`config.mk`:
```
export PLATFORM = sky130hd
export DESIGN_NAME = action_exec_flat
export DESIGN_NICKNAME = d
export VERILOG_FILES = /design/src/rtl/action_exec_if.sv /design/src/rtl/action_exec.sv /design/src/flat_wrapper.sv
export SDC_FILE = /design/constraint.sdc
export NUM_CORES = 2
export LEC_CHECK = 0
export BUFFER_PORTS_ARGS = -buffer_cell sky130_fd_sc_hd__buf_2
export CORE_ASPECT_RATIO = 0.5
export CORE_MARGIN = 1
export CORE_UTILIZATION = 45
export DETAILED_ROUTE_END_ITERATION = 12
export GPL_ROUTABILITY_DRIVEN = 0
export PLACE_DENSITY = 0.72
export SYNTH_ARGS = -nofsm -noshare
export SYNTH_HDL_FRONTEND = slang
export SYNTH_SLANG_ARGS = --single-unit
```
`constraint.sdc`:
```
create_clock -name clk -period 18.2 [get_ports clk]
set_input_delay 0.91 -clock clk [delete_from_list [all_inputs] [get_ports clk]]
set_output_delay 0.91 -clock clk [all_outputs]
set_load 0.02 [all_outputs]
```
`src/rtl/action_exec_if.sv`:
```
// Packet handshake bundle between the stateful stage, action_exec and egress.
// The slave modport is the action_exec view; master is the driving/consuming side.
interface action_exec_if;
  logic         pkt_vld_in;
  logic [511:0] pkt_data_in;
  logic [15:0]  action_in;
  logic [7:0]   state_in;
  logic         pkt_vld_out;
  logic [511:0] pkt_data_out;
  logic [7:0]   port_out;
  logic         pkt_rdy_in;

  modport master (
    output pkt_vld_in, pkt_data_in, action_in, state_in, pkt_rdy_in,
    input  pkt_vld_out, pkt_data_out, port_out
  );

  modport slave (
    input  pkt_vld_in, pkt_data_in, action_in, state_in, pkt_rdy_in,
    output pkt_vld_out, pkt_data_out, port_out
  );
endinterface

```
`src/rtl/action_exec.sv`:
```
// Decodes the per-packet action, applies it to the header word and queues
// forwardable results in a small FIFO toward egress, counting drops and overflows.
module action_exec #(
  parameter int         FIFO_DEPTH   = 4,
  parameter logic [7:0] DEFAULT_PORT = 8'h00
) (
  input  logic         clk,
  input  logic         reset,
  action_exec_if.slave pkt_if,
  output logic [31:0]  fwd_cnt,
  output logic [31:0]  drop_cnt,
  output logic [31:0]  ovf_cnt
);

  localparam int PW = (FIFO_DEPTH > 1) ? $clog2(FIFO_DEPTH) : 1;
  localparam logic [PW:0]   CNT_ONE  = {{PW{1'b0}}, 1'b1};
  localparam logic [PW:0]   CNT_FULL = FIFO_DEPTH[PW:0];
  localparam logic [PW-1:0] PTR_ONE  = {{(PW-1){1'b0}}, 1'b1};

  localparam logic [3:0] OP_FORWARD = 4'h0;
  localparam logic [3:0] OP_SETB    = 4'h2;
  localparam logic [3:0] OP_PORT    = 4'h3;

  logic [511:0] dec_data;
  logic [7:0]   dec_port;
  logic         dec_drop;

  logic         ex_vld;
  logic         ex_drop;
  logic [511:0] ex_data;
  logic [7:0]   ex_port;

  logic [511:0] mem_data [FIFO_DEPTH];
  logic [7:0]   mem_port [FIFO_DEPTH];
  logic [PW-1:0] wr_ptr;
  logic [PW-1:0] rd_ptr;
  logic [PW:0]   count;

  logic full;
  logic pop;
  logic push;

  // DROP and every unassigned opcode share the default branch.
  always_comb begin
    dec_data = pkt_if.pkt_data_in;
    dec_port = DEFAULT_PORT;
    dec_drop = 1'b0;
    case (pkt_if.action_in[15:12])
      OP_FORWARD: begin
      end
      OP_SETB:    dec_data[{pkt_if.action_in[5:0], 3'b000} +: 8] = pkt_if.state_in;
      OP_PORT:    dec_port = pkt_if.action_in[7:0];
      default:    dec_drop = 1'b1;
    endcase
  end

  assign full = (count == CNT_FULL);
  assign pop  = (count != '0) && pkt_if.pkt_rdy_in;
  assign push = ex_vld && !ex_drop && (!full || pop);

  always_ff @(posedge clk) begin
    if (!reset) begin
      ex_vld   <= 1'b0;
      ex_drop  <= 1'b0;
      ex_data  <= '0;
      ex_port  <= '0;
      wr_ptr   <= '0;
      rd_ptr   <= '0;
      count    <= '0;
      fwd_cnt  <= '0;
      drop_cnt <= '0;
      ovf_cnt  <= '0;
    end else begin
      ex_vld <= pkt_if.pkt_vld_in;
      if (pkt_if.pkt_vld_in) begin
        ex_drop <= dec_drop;
        ex_data <= dec_data;
        ex_port <= dec_port;
      end
      if (push)
        wr_ptr <= wr_ptr + PTR_ONE;
      if (pop)
        rd_ptr <= rd_ptr + PTR_ONE;
      case ({push, pop})
        2'b10:   count <= count + CNT_ONE;
        2'b01:   count <= count - CNT_ONE;
        default: count <= count;
      endcase
      if (ex_vld && ex_drop)
        drop_cnt <= drop_cnt + 32'd1;
      if (push)
        fwd_cnt <= fwd_cnt + 32'd1;
      if (ex_vld && !ex_drop && !push)
        ovf_cnt <= ovf_cnt + 32'd1;
    end
  end

  // Storage needs no reset: the head is masked to zero whenever count is zero.
  always_ff @(posedge clk) begin
    if (push) begin
      mem_data[wr_ptr] <= ex_data;
      mem_port[wr_ptr] <= ex_port;
    end
  end

  assign pkt_if.pkt_vld_out  = (count != '0);
  assign pkt_if.pkt_data_out = pkt_if.pkt_vld_out ? mem_data[rd_ptr] : '0;
  assign pkt_if.port_out     = pkt_if.pkt_vld_out ? mem_port[rd_ptr] : '0;

endmodule

```
`src/flat_wrapper.sv`:
```
// flat-port wrapper written by rule: the top's interface ports become plain ports
module action_exec_flat 
#(
  parameter int         FIFO_DEPTH   = 4,
  parameter logic [7:0] DEFAULT_PORT = 8'h00
)
  (clk, reset, fwd_cnt, drop_cnt, ovf_cnt, pkt_if_pkt_vld_in, pkt_if_pkt_data_in, pkt_if_action_in, pkt_if_state_in, pkt_if_pkt_rdy_in, pkt_if_pkt_vld_out, pkt_if_pkt_data_out, pkt_if_port_out);
  action_exec_if pkt_if_i ();
  input  logic clk;
  input  logic reset;
  output logic [31:0] fwd_cnt;
  output logic [31:0] drop_cnt;
  output logic [31:0] ovf_cnt;
  input wire logic [$bits(pkt_if_i.pkt_vld_in)-1:0] pkt_if_pkt_vld_in;
  input wire logic [$bits(pkt_if_i.pkt_data_in)-1:0] pkt_if_pkt_data_in;
  input wire logic [$bits(pkt_if_i.action_in)-1:0] pkt_if_action_in;
  input wire logic [$bits(pkt_if_i.state_in)-1:0] pkt_if_state_in;
  input wire logic [$bits(pkt_if_i.pkt_rdy_in)-1:0] pkt_if_pkt_rdy_in;
  output wire logic [$bits(pkt_if_i.pkt_vld_out)-1:0] pkt_if_pkt_vld_out;
  output wire logic [$bits(pkt_if_i.pkt_data_out)-1:0] pkt_if_pkt_data_out;
  output wire logic [$bits(pkt_if_i.port_out)-1:0] pkt_if_port_out;
  assign pkt_if_i.pkt_vld_in = pkt_if_pkt_vld_in;
  assign pkt_if_i.pkt_data_in = pkt_if_pkt_data_in;
  assign pkt_if_i.action_in = pkt_if_action_in;
  assign pkt_if_i.state_in = pkt_if_state_in;
  assign pkt_if_i.pkt_rdy_in = pkt_if_pkt_rdy_in;
  assign pkt_if_pkt_vld_out = pkt_if_i.pkt_vld_out;
  assign pkt_if_pkt_data_out = pkt_if_i.pkt_data_out;
  assign pkt_if_port_out = pkt_if_i.port_out;
  action_exec #(.FIFO_DEPTH(FIFO_DEPTH), .DEFAULT_PORT(DEFAULT_PORT)) u_core (.clk(clk), .reset(reset), .pkt_if(pkt_if_i), .fwd_cnt(fwd_cnt), .drop_cnt(drop_cnt), .ovf_cnt(ovf_cnt));
endmodule
```
[Yosys cells after proc, flatten, opt, wreduce, memory -nomap -nowiden]
Memories as Yosys holds them, arrays and structs flattened. A register that Yosys moved wholly into a read port is not among the register bits.
Index checks and enable logic that the tools add are counted.
Word-level totals
  register bits after elaboration: 625
  input port bits: 540
  memories kept: 2
  RAM bits: 2080
  logic and storage cells: 53
  output and inout bits: 617
Memories
  u_core.mem_data: words 4, bits a word 512, rd ports 1, clocked after memory_dff 1, wr ports 1, RTL line action_exec.sv:33  | logic [511:0] mem_data [FIFO_DEPTH];
  u_core.mem_port: words 4, bits a word 8, rd ports 1, clocked after memory_dff 1, wr ports 1, RTL line action_exec.sv:34  | logic [7:0] mem_port [FIFO_DEPTH];
Operators by class
  shift-type cells: 2
  eq/ne operators: 5
  reductions and logical operators: 13
  add/sub/neg operators: 8
  mux-type cells: 13
Operators with widths (count)
  2-to-1 mux 512 bit: 2
  bitwise mux 512 bit: 1
  variable shift 8 x 11 -> 512 bit (first input constant): 1
  variable part select 8 x 11 -> 512 bit: 1
  adder 32 x 1 -> 32 bit (second input constant): 3
  2-to-1 mux 8 bit: 2
  negator 9 -> 11 bit: 1
  equality test 4 x 2 -> 1 bit (second input constant): 2
  2-to-1 mux 2 bit: 4
  case mux 3 bit (2 select lines): 1
  logical AND 1 bit: 5
  adder 2 x 1 -> 2 bit (second input constant): 2
  logical NOT 4 bit: 1
  adder 3 x 1 -> 3 bit (second input constant): 1
  equality test 3 bit (second input constant): 1
  logical NOT 1 bit: 3
  2-to-1 mux 1 bit: 3
  nonzero test 3 bit: 1
  OR reduction 3 bit: 1
  subtractor 3 x 1 -> 3 bit (second input constant): 1
  equality test 2 x 1 -> 1 bit (second input constant): 1
  equality test 2 bit (second input constant): 1
  nonzero test 2 bit: 1
  logical OR 1 bit: 1

[Depth between registers and ports, before layout]
  depth after elaboration: 6
  depth in mapped cells: 12

[Worst setup path before layout]
OpenSTA, ideal clock, no wires.
  path type: in2reg
  start: in pkt_if_pkt_rdy_in
  end: mem u_core.mem_data[0][0], enable pin
  cell stages on the path: 3
  library setup time: 954 ps
  path buffers: 1
  path slack: 4198 ps
  arrival time: 13048 ps
  required time: 17246 ps
  cell sequence: or4b_2 -> clkbuf_1 -> and3_1
On the way
  longest elaborated chain between the ends: 5
RTL lines
  from (decl): RTL line flat_wrapper.sv:18  | input wire logic [$bits(pkt_if_i.pkt_rdy_in)-1:0] pkt_if_pkt_rdy_in;
  logical AND 1 bit: RTL line action_exec.sv:58  | assign pop = (count != '0) && pkt_if.pkt_rdy_in;
  logical OR 1 bit: RTL line action_exec.sv:59  | assign push = ex_vld && !ex_drop && (!full || pop);
  logical AND 1 bit: RTL line action_exec.sv:59
  2-to-1 mux 1 bit: RTL line action_exec.sv:100  | if (push) begin
  2-to-1 mux 1 bit (implied by the code): RTL line action_exec.sv:101  | mem_data[wr_ptr] <= ex_data;
  to (decl): RTL line action_exec.sv:33
No other way between the ends.

==> qor.yml <==
yosys:
  synth-edff-count: 2080
  synth_ff_type: "edfxtp_1"
  synthCells: 6729
  synthDistinctLibCells: 73
  synth.avg_cell_area_um2: 15.8
  synth-seq-area-share: 0.704
  ys_warn_count: 0
  synth_nets: 7278
  syn-cell-area_mm2: 0.107
  async_reset_ff_frac: 0
  ys_seq_elements: 2707
clock_tree:
  cts_resized: 0
  clock_sinks: 2707
  clockBufferDepth: 4
  h-tree-depth: 4
  cts_tree: "done"
  cts_root_buf: "clkbuf_16"
  hold_buffers: 0
  worstSkewPairLatency_ps: 880
  cts_buffers: 231
  clkTransAtPathRegs_ps: 80
  cts_setup_buffers: 0
status:
  status: "completed"
timing:
  worst_slew_pin_slew_ps: 1200
  grt_setup_unrepaired: "false"
  max_freq_ghz: 0.146
  slew_headroom: 0.194
  final.period_utilization: 0.375
  drv_slew: 0
  tns_ps: 0
  final-hold-violation-count: 0
  timing.hold.ws_ps: 294
  fin_crit_ps: 6830
  fin_skew_ps: 61.5
  finalSetupViolations: 0
setup_path:
  timing.rr.start: "u_core.ex_drop"
  cp.depth: 7
  slowest_delay_ps: 870
  critPathBufInv: 5
  cp-end-kind: "primary output"
  crit_family: "buffers and inverters"
  critPathKind: "register to primary output"
  r2r-end: "u_core.mem_data[3][151]"
  critPathCapture: "pkt_if_pkt_data_out[409]"
  path_cells: "buf_12, buf_4, buf_4, buf_4, mux4_2, and2_1, buf_2"
  r2r_slack_ps: 12750
  start_kind: "register"
  cpMostUsedCell: "buf_4"
  crit_arrival_ps: 5920
  rr_worst_depth: 7
  required_ps: 17290
  critical_path.slowest_cell: "buf_4"
  path_max_fanout: 89
pwr:
  p_seq_frac: 0.465
  comb_power_share: 0.195
  p_per_area_mw_per_mm2: 121
  p_int_mw: 10.7
  p_sw_frac: 0.286
  p_leak_nw: 43.7
  power.share.clock: 0.339
  p_total_mw: 15.0
  power_switching_mw: 4.29
  ir_drop_mv: 0.0861
global_route:
  grt_usage: 0.269
  grt_pass1_wl_um: 465000
  gr-total-overflow: 0
  antenna_found_initial: 196
  grt_max_degree: 208
  grt_pass1_vias: 64100
routing:
  firstDrtPassIters: 6
  ant_nets: 0
  drt_wl_total_um: 334000
  vias: 67300
  drc: 0
  initialDrtViolationCount: 8531
  wl_per_cell_um: 30.0
  viasPerCell: 6.05
die:
  core.rowCount: 125
  core_region_area_mm2: 0.234
  fp.dieH_um: 346
  initial_core_util: 0.456
  die_area_mm2: 0.239
  io_pins: 1157
  die_w_um: 690
finish:
  fin_nets: 8235
  finalInstanceArea_mm2: 0.124
  drive_gt1_frac: 0.280
  syn2layout_area_growth_pct: 15.9
hold_path:
  min_path_type: "input pin to register"
place:
  dpl_cell_area_mm2: 0.116
  hpwl_um: 209000
  port_buffers: 1152
flow_run:
  maxCapViolations: 0
[synth_stat cells (27+ instances only)]
library cell | n | area, um^2
nor2_1 | 117 | 439
clkbuf_1 | 456 | 1710
o21ai_0 | 761 | 3810
inv_1 | 65 | 244
and2_1 | 526 | 3290
a311oi_1 | 41 | 359
nor4_1 | 28 | 175
buf_1 | 83 | 312
nand3_1 | 272 | 1360
xnor2_1 | 60 | 526
mux4_2 | 520 | 11700
dfxtp_1 | 627 | 12600
nor3_1 | 52 | 260
edfxtp_1 | 2080 | 62500
mux2i_1 | 238 | 2380
a21oi_1 | 253 | 1270
nand4_1 | 27 | 169
nand2_1 | 52 | 195
a31oi_1 | 245 | 1530
[stage by stage]
step | setup WS, ps | util | std cells
floorplan | 4200 | - | 6729
global placement | 12060 | 0.494 | 10600
detailed placement | 12060 | 0.494 | 10600
CTS | 11120 | 0.527 | 11000
global route | 10800 | 0.528 | 11100
finish | 11370 | 0.528 | 11100
[kinds of logic (layout without fill, tap and decap cells)]
family | count (synthesis) | count (layout) | synth area share
AO/OA/AOI/OAI | 1372 | 1372 | 0.0717
other | 0 | 140 | 0
adder cells (fa/ha/maj) | 9 | 9 | 0.00113
flip-flops | 2707 | 2707 | 0.704
AND/OR/NAND/NOR | 1185 | 1185 | 0.0627
XOR/XNOR | 73 | 73 | 0.00600
multiplexers | 759 | 759 | 0.132
buffers and inverters | 624 | 1772 | 0.0223
[worst min path at each step]
| stage | start | to | depth (start not counted) |
|---|---|---|---|
| after detailed placement | u_core.ex_data[225] | u_core.mem_data[3][225] | 0 |
| after global placement | u_core.drop_cnt[31] | u_core.drop_cnt[31] | 2 |
| after CTS | pkt_if_action_in[7] | u_core.ex_port[7] | 3 |
| after global routing | pkt_if_pkt_data_in[168] | u_core.ex_data[168] | 3 |
| after floorplan | u_core.ex_port[0] | u_core.mem_port[0][0] | 0 |
| final | pkt_if_pkt_data_in[265] | u_core.ex_data[265] | 3 |
[power groups by stage]
stage	Clock (mW)	Sequential (mW)	Combinational [mW]
after CTS	5.15	6.98	2.95
after detailed placement	0	7.11	2.94
after floorplan	0	7.10	1.82
after global routing	5.38	7.00	3.05
final	5.09	6.98	2.93
after global placement	0	7.09	2.93
[worst reg2reg max path: stages, from the launching register on]
cell     delay, ps
dfxtp_1        300
buf_4          190
nor2b_1        480
and3_4         630
buf_4          890
buf_12         670
buf_4          850
buf_4          930
[layer usage]
metal / up-vias / track usage / part of all wire
met2: 3823 / 0.420 / 0.47
met3: 1010 / 0.0447 / 0.077
met5: - / 0 / 0.00026
met1: 34200 / 0.337 / 0.37
li1: 28300 / - / -
met4: 12 / 0.212 / 0.087
[state kept, by name, indices dropped and copies added, names as in the netlist, named ones only]
signal	count
u_core.ovf_cnt	32
u_core.rd_ptr	2
u_core.fwd_cnt	32
u_core.ex_port	8
u_core.ex_drop	1
u_core.ex_data	512
u_core.wr_ptr	2
u_core.ex_vld	1
u_core.mem_port	32
u_core.drop_cnt	32
u_core.count	3
u_core.mem_data	2048
[cell type report]
cell class / count / area [um^2]
Tap cell: 3111 / 3890
Clock inverter: 109 / 1260
Sequential cell: 2707 / 75000
Clock buffer: 315 / 6420
Timing Repair Buffer: 1281 / 6890
Inverter: 67 / 254
Multi-Input combinational cell: 3398 / 29500
Antenna cell: 140 / 350
Fill cell: 18900 / 110000
[cell usage in the layout (no fill, tap or decap), types with 60 or more instances in the layout]
master,n
mux4_2,520
mux2i_1,238
inv_1,65
and2_1,526
o21ai_0,761
buf_2,1142
nand3_1,271
diode_2,140
buf_4,128
nor2_1,113
a31oi_1,245
clkbuf_16,234
edfxtp_1,2080
dfxtp_1,625
a21oi_1,253
xnor2_1,60
(Power assumes the default switching activity.)
